$ cat src/rtl/hazard_pkg.sv
// rtl/hazard_pkg.sv - shared types and encodings for the pipeline hazard controller
package hazard_pkg;

  typedef enum logic {
    RUN      = 1'b0,
    MEM_WAIT = 1'b1
  } state_t;

  localparam logic [1:0] FWD_RF = 2'b00;
  localparam logic [1:0] FWD_W  = 2'b01;
  localparam logic [1:0] FWD_M  = 2'b10;

  localparam logic [1:0] RESULTSRC_LOAD = 2'b01;

endpackage

$ cat src/rtl/hazard_controller_forward_unit.sv
// rtl/hazard_controller_forward_unit.sv - E-stage operand forwarding selects, M result preferred over W
module forward_unit
  import hazard_pkg::*;
#(
  parameter int REG_W = 5
) (
  input  logic [REG_W-1:0] rs1E,
  input  logic [REG_W-1:0] rs2E,
  input  logic [REG_W-1:0] rdM,
  input  logic [REG_W-1:0] rdW,
  input  logic             regwriteM,
  input  logic             regwriteW,
  output logic [1:0]       forwardAE,
  output logic [1:0]       forwardBE
);

  // x0 is hardwired zero, so a write to it must never be forwarded
  function automatic logic [1:0] fwd_sel(input logic [REG_W-1:0] rs);
    if (regwriteM && (rdM != '0) && (rdM == rs))
      return FWD_M;
    else if (regwriteW && (rdW != '0) && (rdW == rs))
      return FWD_W;
    else
      return FWD_RF;
  endfunction

  always_comb begin
    forwardAE = fwd_sel(rs1E);
    forwardBE = fwd_sel(rs2E);
  end

endmodule

$ cat src/rtl/hazard_controller.sv
// rtl/hazard_controller.sv - stall/flush/forward control with memory-miss hold FSM and perf counters
module hazard_controller
  import hazard_pkg::*;
#(
  parameter int REG_W   = 5,
  parameter int CNT_W   = 16,
  parameter int TIMEOUT = 64
) (
  input  logic             clk,
  input  logic             rst,
  input  logic [REG_W-1:0] rs1D,
  input  logic [REG_W-1:0] rs2D,
  input  logic [REG_W-1:0] rs1E,
  input  logic [REG_W-1:0] rs2E,
  input  logic [REG_W-1:0] rdE,
  input  logic [REG_W-1:0] rdM,
  input  logic [REG_W-1:0] rdW,
  input  logic             regwriteM,
  input  logic             regwriteW,
  input  logic [1:0]       resultsrcE,
  input  logic             pcsrcE,
  input  logic             cache_missM,
  input  logic             mem_readyM,
  output logic             stallF,
  output logic             stallD,
  output logic             stallE,
  output logic             stallM,
  output logic             flushD,
  output logic             flushE,
  output logic             flushW,
  output logic [1:0]       forwardAE,
  output logic [1:0]       forwardBE,
  output logic             mem_errorM,
  output logic [CNT_W-1:0] cnt_lwstall,
  output logic [CNT_W-1:0] cnt_flush,
  output logic [CNT_W-1:0] cnt_memwait
);

  localparam int WAIT_W = (TIMEOUT > 2) ? $clog2(TIMEOUT) : 1;

  state_t            state, state_next;
  logic [WAIT_W-1:0] wait_cnt, wait_next;
  logic              timeout_hit;
  logic              lwstall, memhold, flush_win, lw_win;

  forward_unit #(.REG_W(REG_W)) u_forward (
    .rs1E      (rs1E),
    .rs2E      (rs2E),
    .rdM       (rdM),
    .rdW       (rdW),
    .regwriteM (regwriteM),
    .regwriteW (regwriteW),
    .forwardAE (forwardAE),
    .forwardBE (forwardBE)
  );

  always_ff @(posedge clk) begin
    if (rst) begin
      state      <= RUN;
      wait_cnt   <= '0;
      mem_errorM <= 1'b0;
    end else begin
      state    <= state_next;
      wait_cnt <= wait_next;
      if (timeout_hit)
        mem_errorM <= 1'b1;
    end
  end

  // Timeout fires on the edge where the wait counter would reach TIMEOUT-1
  always_comb begin
    state_next  = state;
    wait_next   = wait_cnt;
    timeout_hit = 1'b0;
    case (state)
      RUN: begin
        if (cache_missM) begin
          state_next = MEM_WAIT;
          wait_next  = '0;
        end
      end
      MEM_WAIT: begin
        if (mem_readyM) begin
          state_next = RUN;
        end else begin
          wait_next = wait_cnt + 1'b1;
          if (wait_next == WAIT_W'(TIMEOUT - 1)) begin
            timeout_hit = 1'b1;
            state_next  = RUN;
          end
        end
      end
      default: state_next = RUN;
    endcase
  end

  always_comb begin
    lwstall   = (resultsrcE == RESULTSRC_LOAD) && (rdE != '0) &&
                ((rdE == rs1D) || (rdE == rs2D));
    memhold   = ((state == RUN) && cache_missM) ||
                ((state == MEM_WAIT) && !mem_readyM);
    flush_win = !memhold && pcsrcE;
    lw_win    = !memhold && !pcsrcE && lwstall;

    stallF = memhold || lw_win;
    stallD = memhold || lw_win;
    stallE = memhold;
    stallM = memhold;
    flushW = memhold;
    flushD = flush_win;
    flushE = flush_win || lw_win;
  end

  function automatic logic [CNT_W-1:0] sat_inc(input logic [CNT_W-1:0] v);
    return (v == '1) ? v : v + 1'b1;
  endfunction

  always_ff @(posedge clk) begin
    if (rst) begin
      cnt_lwstall <= '0;
      cnt_flush   <= '0;
      cnt_memwait <= '0;
    end else begin
      if (lw_win)    cnt_lwstall <= sat_inc(cnt_lwstall);
      if (flush_win) cnt_flush   <= sat_inc(cnt_flush);
      if (memhold)   cnt_memwait <= sat_inc(cnt_memwait);
    end
  end

endmodule

$ cat config.mk
export PLATFORM = sky130hd
export DESIGN_NAME = hazard_controller
export DESIGN_NICKNAME = d
export VERILOG_FILES = /design/src/rtl/hazard_pkg.sv /design/src/rtl/hazard_controller_forward_unit.sv /design/src/rtl/hazard_controller.sv
export SDC_FILE = /design/constraint.sdc
export NUM_CORES = 1
export LEC_CHECK = 0
export CORE_ASPECT_RATIO = 1.75
export CORE_MARGIN = 2
export CORE_UTILIZATION = 46
export DETAILED_ROUTE_END_ITERATION = 16
export PLACE_DENSITY = 0.81
export SLEW_MARGIN = 20
export SYNTH_ARGS = -nofsm -noshare
export SYNTH_HDL_FRONTEND = slang
export SYNTH_HIERARCHICAL = 1
export SYNTH_SLANG_ARGS = --single-unit
$ cat constraint.sdc
create_clock -name clk -period 2.8 [get_ports clk]
set_clock_uncertainty 0.15 [all_clocks]
set_input_delay 0.7 -clock clk [delete_from_list [all_inputs] [get_ports clk]]
set_output_delay 0.7 -clock clk [all_outputs]
set_load 0.05 [all_outputs]
==> out/qor.txt <==
===============================================================================================
Clock input transition at the sequential cells of the worst setup and hold paths        0.07 ns
Crit path capture                                                                  forwardAE[0]
CTS Hold Buffers Added                                                                        0
Detailed-router iteration count before antenna repair                                         4
GR Overflow Total                                                                             0
Transition time at the pin with the least slew margin                                 0.5367 ns
Maximum number of pins on one net before global-route repair                                 31
Total die area                                                                         7405 µm²
First-iteration detailed-routing DRC count                                                  177
Via Count                                                                                  3219
Placed wire-length estimate after detailed placement                                    6738 µm
R2r startpoint                                                                     cnt_lwstall[0]
Max Slew Vio Count                                                                            0
First-pass GRT wire length                                                             14750 µm
Area post-placement                                                                    4619 µm²
Shortest clock period the worst path allows after layout                               2.994 ns
Fraction of layout cells with a size suffix above 1                                      17.95%
Sequential area share after synthesis                                                    36.33%
Insertion delay of the later-clocked pin in the worst-skew pair                         0.29 ns
Layout area overhead                                                                     56.49%
Unique masters post-synth                                                                    48
Flip-flop cell with the highest count after synthesis                              sky130_fd_sc_hd__dfxtp_1
Status                                                                             finished, violations left
Total number of placement rows                                                               39
Final worst setup slack                                                              -0.1943 ns
Category of the worst setup path launch point                                         input pin
Type of the worst setup path                                                       input pin to primary output
Standard cell core area                                                                6490 µm²
Share of the clock period used by the worst path                                         106.9%
Cts bufs inserted                                                                             5
Final core utilization                                                                   74.40%
Register-to-Register Setup Slack                                                        0.43 ns
Leakage power of the design                                                            1.879 nW
Final hold vios                                                                               0
Critical Path Source                                                                     rdM[3]
Depth of the worst hold-timing path                                                           2
Average cell area after synthesis                                                     8.362 µm²
Share of flip-flops with an asynchronous set or reset after synthesis                        0%
Yosys Warn Count                                                                              6
Post-Syn Instances                                                                          369
Nets@finish                                                                                 556
Die outline width                                                                      65.91 µm
Total power consumption of the routed design                                           1.783 mW
Max-capacitance violation count                                                               0
Antenna Violating Nets Remaining                                                              0
Fill count                                                                                  483
Maximum fanout encountered on the critical timing path                                        2
Cell area after synthesis                                                              3085 µm²
Worst EP required                                                                       1.95 ns
Post-route cell area                                                                   4828 µm²
GPL Wtd Cong                                                                             0.8006
Port buffer count                                                                           103
Worst slack, placed                                                                  -0.5007 ns
CTS root buf                                                                       sky130_fd_sc_hd__clkbuf_16
Clk sinks                                                                                    56
RSZ-0062 raised after global routing                                                        yes
Path type of the worst min-delay path                                              register to register
Worst hold-check slack                                                                0.3374 ns
Register bit total from synthesis                                                            56
Synthesized net count                                                                       418
DR WL/cell                                                                             15.19 µm
Number of flops mapped to enable cells by yosys                                               0
Critical Path AT                                                                        2.14 ns
Clock Tree Buf Depth                                                                          2
Critical path endpoint category                                                    primary output
Slew HR                                                                                  64.10%
Clock tree from TritonCTS                                                                   yes
GRT Util Overall                                                                         24.90%
IR drop worst, VDD                                                                  0.0003500 V
Initial core utilization                                                                 47.54%
Failing checks                                                                     negative setup slack
Destination of the worst register-to-register timing path                          cnt_lwstall[11]
Initial antenna violation count                                                               0
Via density per instance                                                                  5.465
Die Span Y                                                                             112.3 µm
DRC Markers                                                                                   0
Antenna diode instance count                                                                  0
Cell depth of the worst flop-to-flop path                                                     7
Pwr dens                                                                           369.4 nW/µm²
Routed WL                                                                               8949 µm
Vias in the first global route                                                             3295
Fmax                                                                                  334.0 MHz
Final-report setup violation count                                                            2
CTS H-Tree Depth                                                                              2
Boundary pin count                                                                          104
===============================================================================================
==> per-stage QoR <==
| stage | TNS, ns | cells |
|---|---|---|
| 3_3_place_gp | -3.659 | 580 |
| 5_1_grt | -0.4192 | 589 |
| 2_1_floorplan | -0.5067 | 369 |
| 3_5_place_dp | -4.587 | 580 |
| 4_1_cts | -0.3175 | 587 |
| 6_report | -0.3382 | 589 |
==> worst min path at each step <==
stage | to | slack (ns) | from
after detailed placement | wait_cnt[5] | 0.32 | wait_cnt[5]
final | mem_errorM | 0.34 | mem_errorM
after CTS | wait_cnt[5] | 0.33 | wait_cnt[5]
after floorplan | wait_cnt[5] | 0.30 | wait_cnt[5]
after global placement | wait_cnt[5] | 0.31 | wait_cnt[5]
after global routing | wait_cnt[5] | 0.35 | wait_cnt[5]
==> layout by cell type (no fill, tap or decap), types with 3 or more instances in the layout <==
| cell | instances |
|---|---|
| sky130_fd_sc_hd__xnor2_1 | 34 |
| sky130_fd_sc_hd__xnor2_2 | 3 |
| sky130_fd_sc_hd__nor3_1 | 6 |
| sky130_fd_sc_hd__ha_1 | 5 |
| sky130_fd_sc_hd__nor4_4 | 4 |
| sky130_fd_sc_hd__buf_6 | 4 |
| sky130_fd_sc_hd__a21oi_1 | 19 |
| sky130_fd_sc_hd__buf_4 | 36 |
| sky130_fd_sc_hd__xor2_1 | 23 |
| sky130_fd_sc_hd__nand3_2 | 3 |
| sky130_fd_sc_hd__and4_1 | 9 |
| sky130_fd_sc_hd__mux2i_1 | 3 |
| sky130_fd_sc_hd__nand3_1 | 24 |
| sky130_fd_sc_hd__or4_1 | 3 |
| sky130_fd_sc_hd__o21ai_0 | 8 |
| sky130_fd_sc_hd__dfxtp_1 | 56 |
| sky130_fd_sc_hd__and3_1 | 13 |
| sky130_fd_sc_hd__dlygate4sd2_1 | 23 |
| sky130_fd_sc_hd__inv_1 | 4 |
| sky130_fd_sc_hd__or3_1 | 9 |
| sky130_fd_sc_hd__nand2_1 | 24 |
| sky130_fd_sc_hd__clkbuf_16 | 5 |
| sky130_fd_sc_hd__dlymetal6s2s_1 | 7 |
| sky130_fd_sc_hd__buf_12 | 11 |
| sky130_fd_sc_hd__nor2_1 | 50 |
| sky130_fd_sc_hd__clkdlybuf4s50_1 | 53 |
| sky130_fd_sc_hd__buf_2 | 4 |
| sky130_fd_sc_hd__nand4_1 | 18 |
| sky130_fd_sc_hd__nand2_4 | 3 |
==> per-layer routing <==
metal | vias up | track usage [%] | wire length, µm
li1 | 1579 | - | -
met1 | 1518 | 25.55 | 3256
met2 | 100 | 47.61 | 4957
met3 | 22 | 5.110 | 509
met4 | 0 | 8.750 | 226
met5 | - | 0 | 0
==> area by class of cell <==
class	count	area (µm²)	share of cell area (%)
Multi-Input combinational cell	297	2034	42.14
Timing Repair Buffer	142	1415	29.31
Sequential cell	56	1121	23.22
Clock buffer	6	128.9	2.669
Tap cell	82	102.6	2.125
Inverter	5	21.27	0.4405
Clock inverter	1	5.005	0.1037
==> cells in the mapped netlist (6+ instances only) <==
master | instances | area [µm²]
sky130_fd_sc_hd__dfxtp_1 | 56 | 1121
sky130_fd_sc_hd__nor2_1 | 52 | 195.2
sky130_fd_sc_hd__xnor2_1 | 37 | 324.1
sky130_fd_sc_hd__nand2_1 | 26 | 97.59
sky130_fd_sc_hd__nand3_1 | 26 | 130.1
sky130_fd_sc_hd__xor2_1 | 24 | 210.2
sky130_fd_sc_hd__a21oi_1 | 19 | 95.09
sky130_fd_sc_hd__nand4_1 | 18 | 112.6
sky130_fd_sc_hd__and3_1 | 13 | 81.33
sky130_fd_sc_hd__and4_1 | 9 | 78.83
sky130_fd_sc_hd__or3_1 | 9 | 56.30
sky130_fd_sc_hd__o21ai_0 | 8 | 40.04
sky130_fd_sc_hd__nor3_1 | 6 | 30.03
==> worst max-delay path, cell delays in order <==
cell	delay, ns
sky130_fd_sc_hd__buf_6	0.09
sky130_fd_sc_hd__or4_4	0.53
sky130_fd_sc_hd__o21ai_4	0.22
sky130_fd_sc_hd__nor4_4	0.09
sky130_fd_sc_hd__nor4_4	0.33
sky130_fd_sc_hd__buf_12	0.18
==> power breakdown <==
part | switching (mW) | internal [mW]
clock | 0.270 | 0.326
sequential | 0.0116 | 0.805
combinational | 0.193 | 0.178
==> flip-flops by register name, summed over array words and instances, names as in the netlist <==
signal,count
cnt_flush,16
cnt_lwstall,16
cnt_memwait,16
mem_errorM,1
state,1
wait_cnt,6
==> kinds of logic after synthesis <==
logic type | Yosys count | synth area share, %
flip-flops | 56 | 36.33
adder cells (fa/ha/maj) | 5 | 2.028
AND/OR/NAND/NOR | 183 | 31.35
buffers and inverters | 16 | 2.676
multiplexers | 4 | 1.338
AO/OA/AOI/OAI | 44 | 8.962
XOR/XNOR | 61 | 17.32
==> what timing repair did <==
action                                  CTS  global route
endpoints found under the setup margin    7             8
buffers inserted                          1             2
resized for setup                        65            12
pin swaps                                24             9
Note: power is estimated with default switching activity, not from simulation.
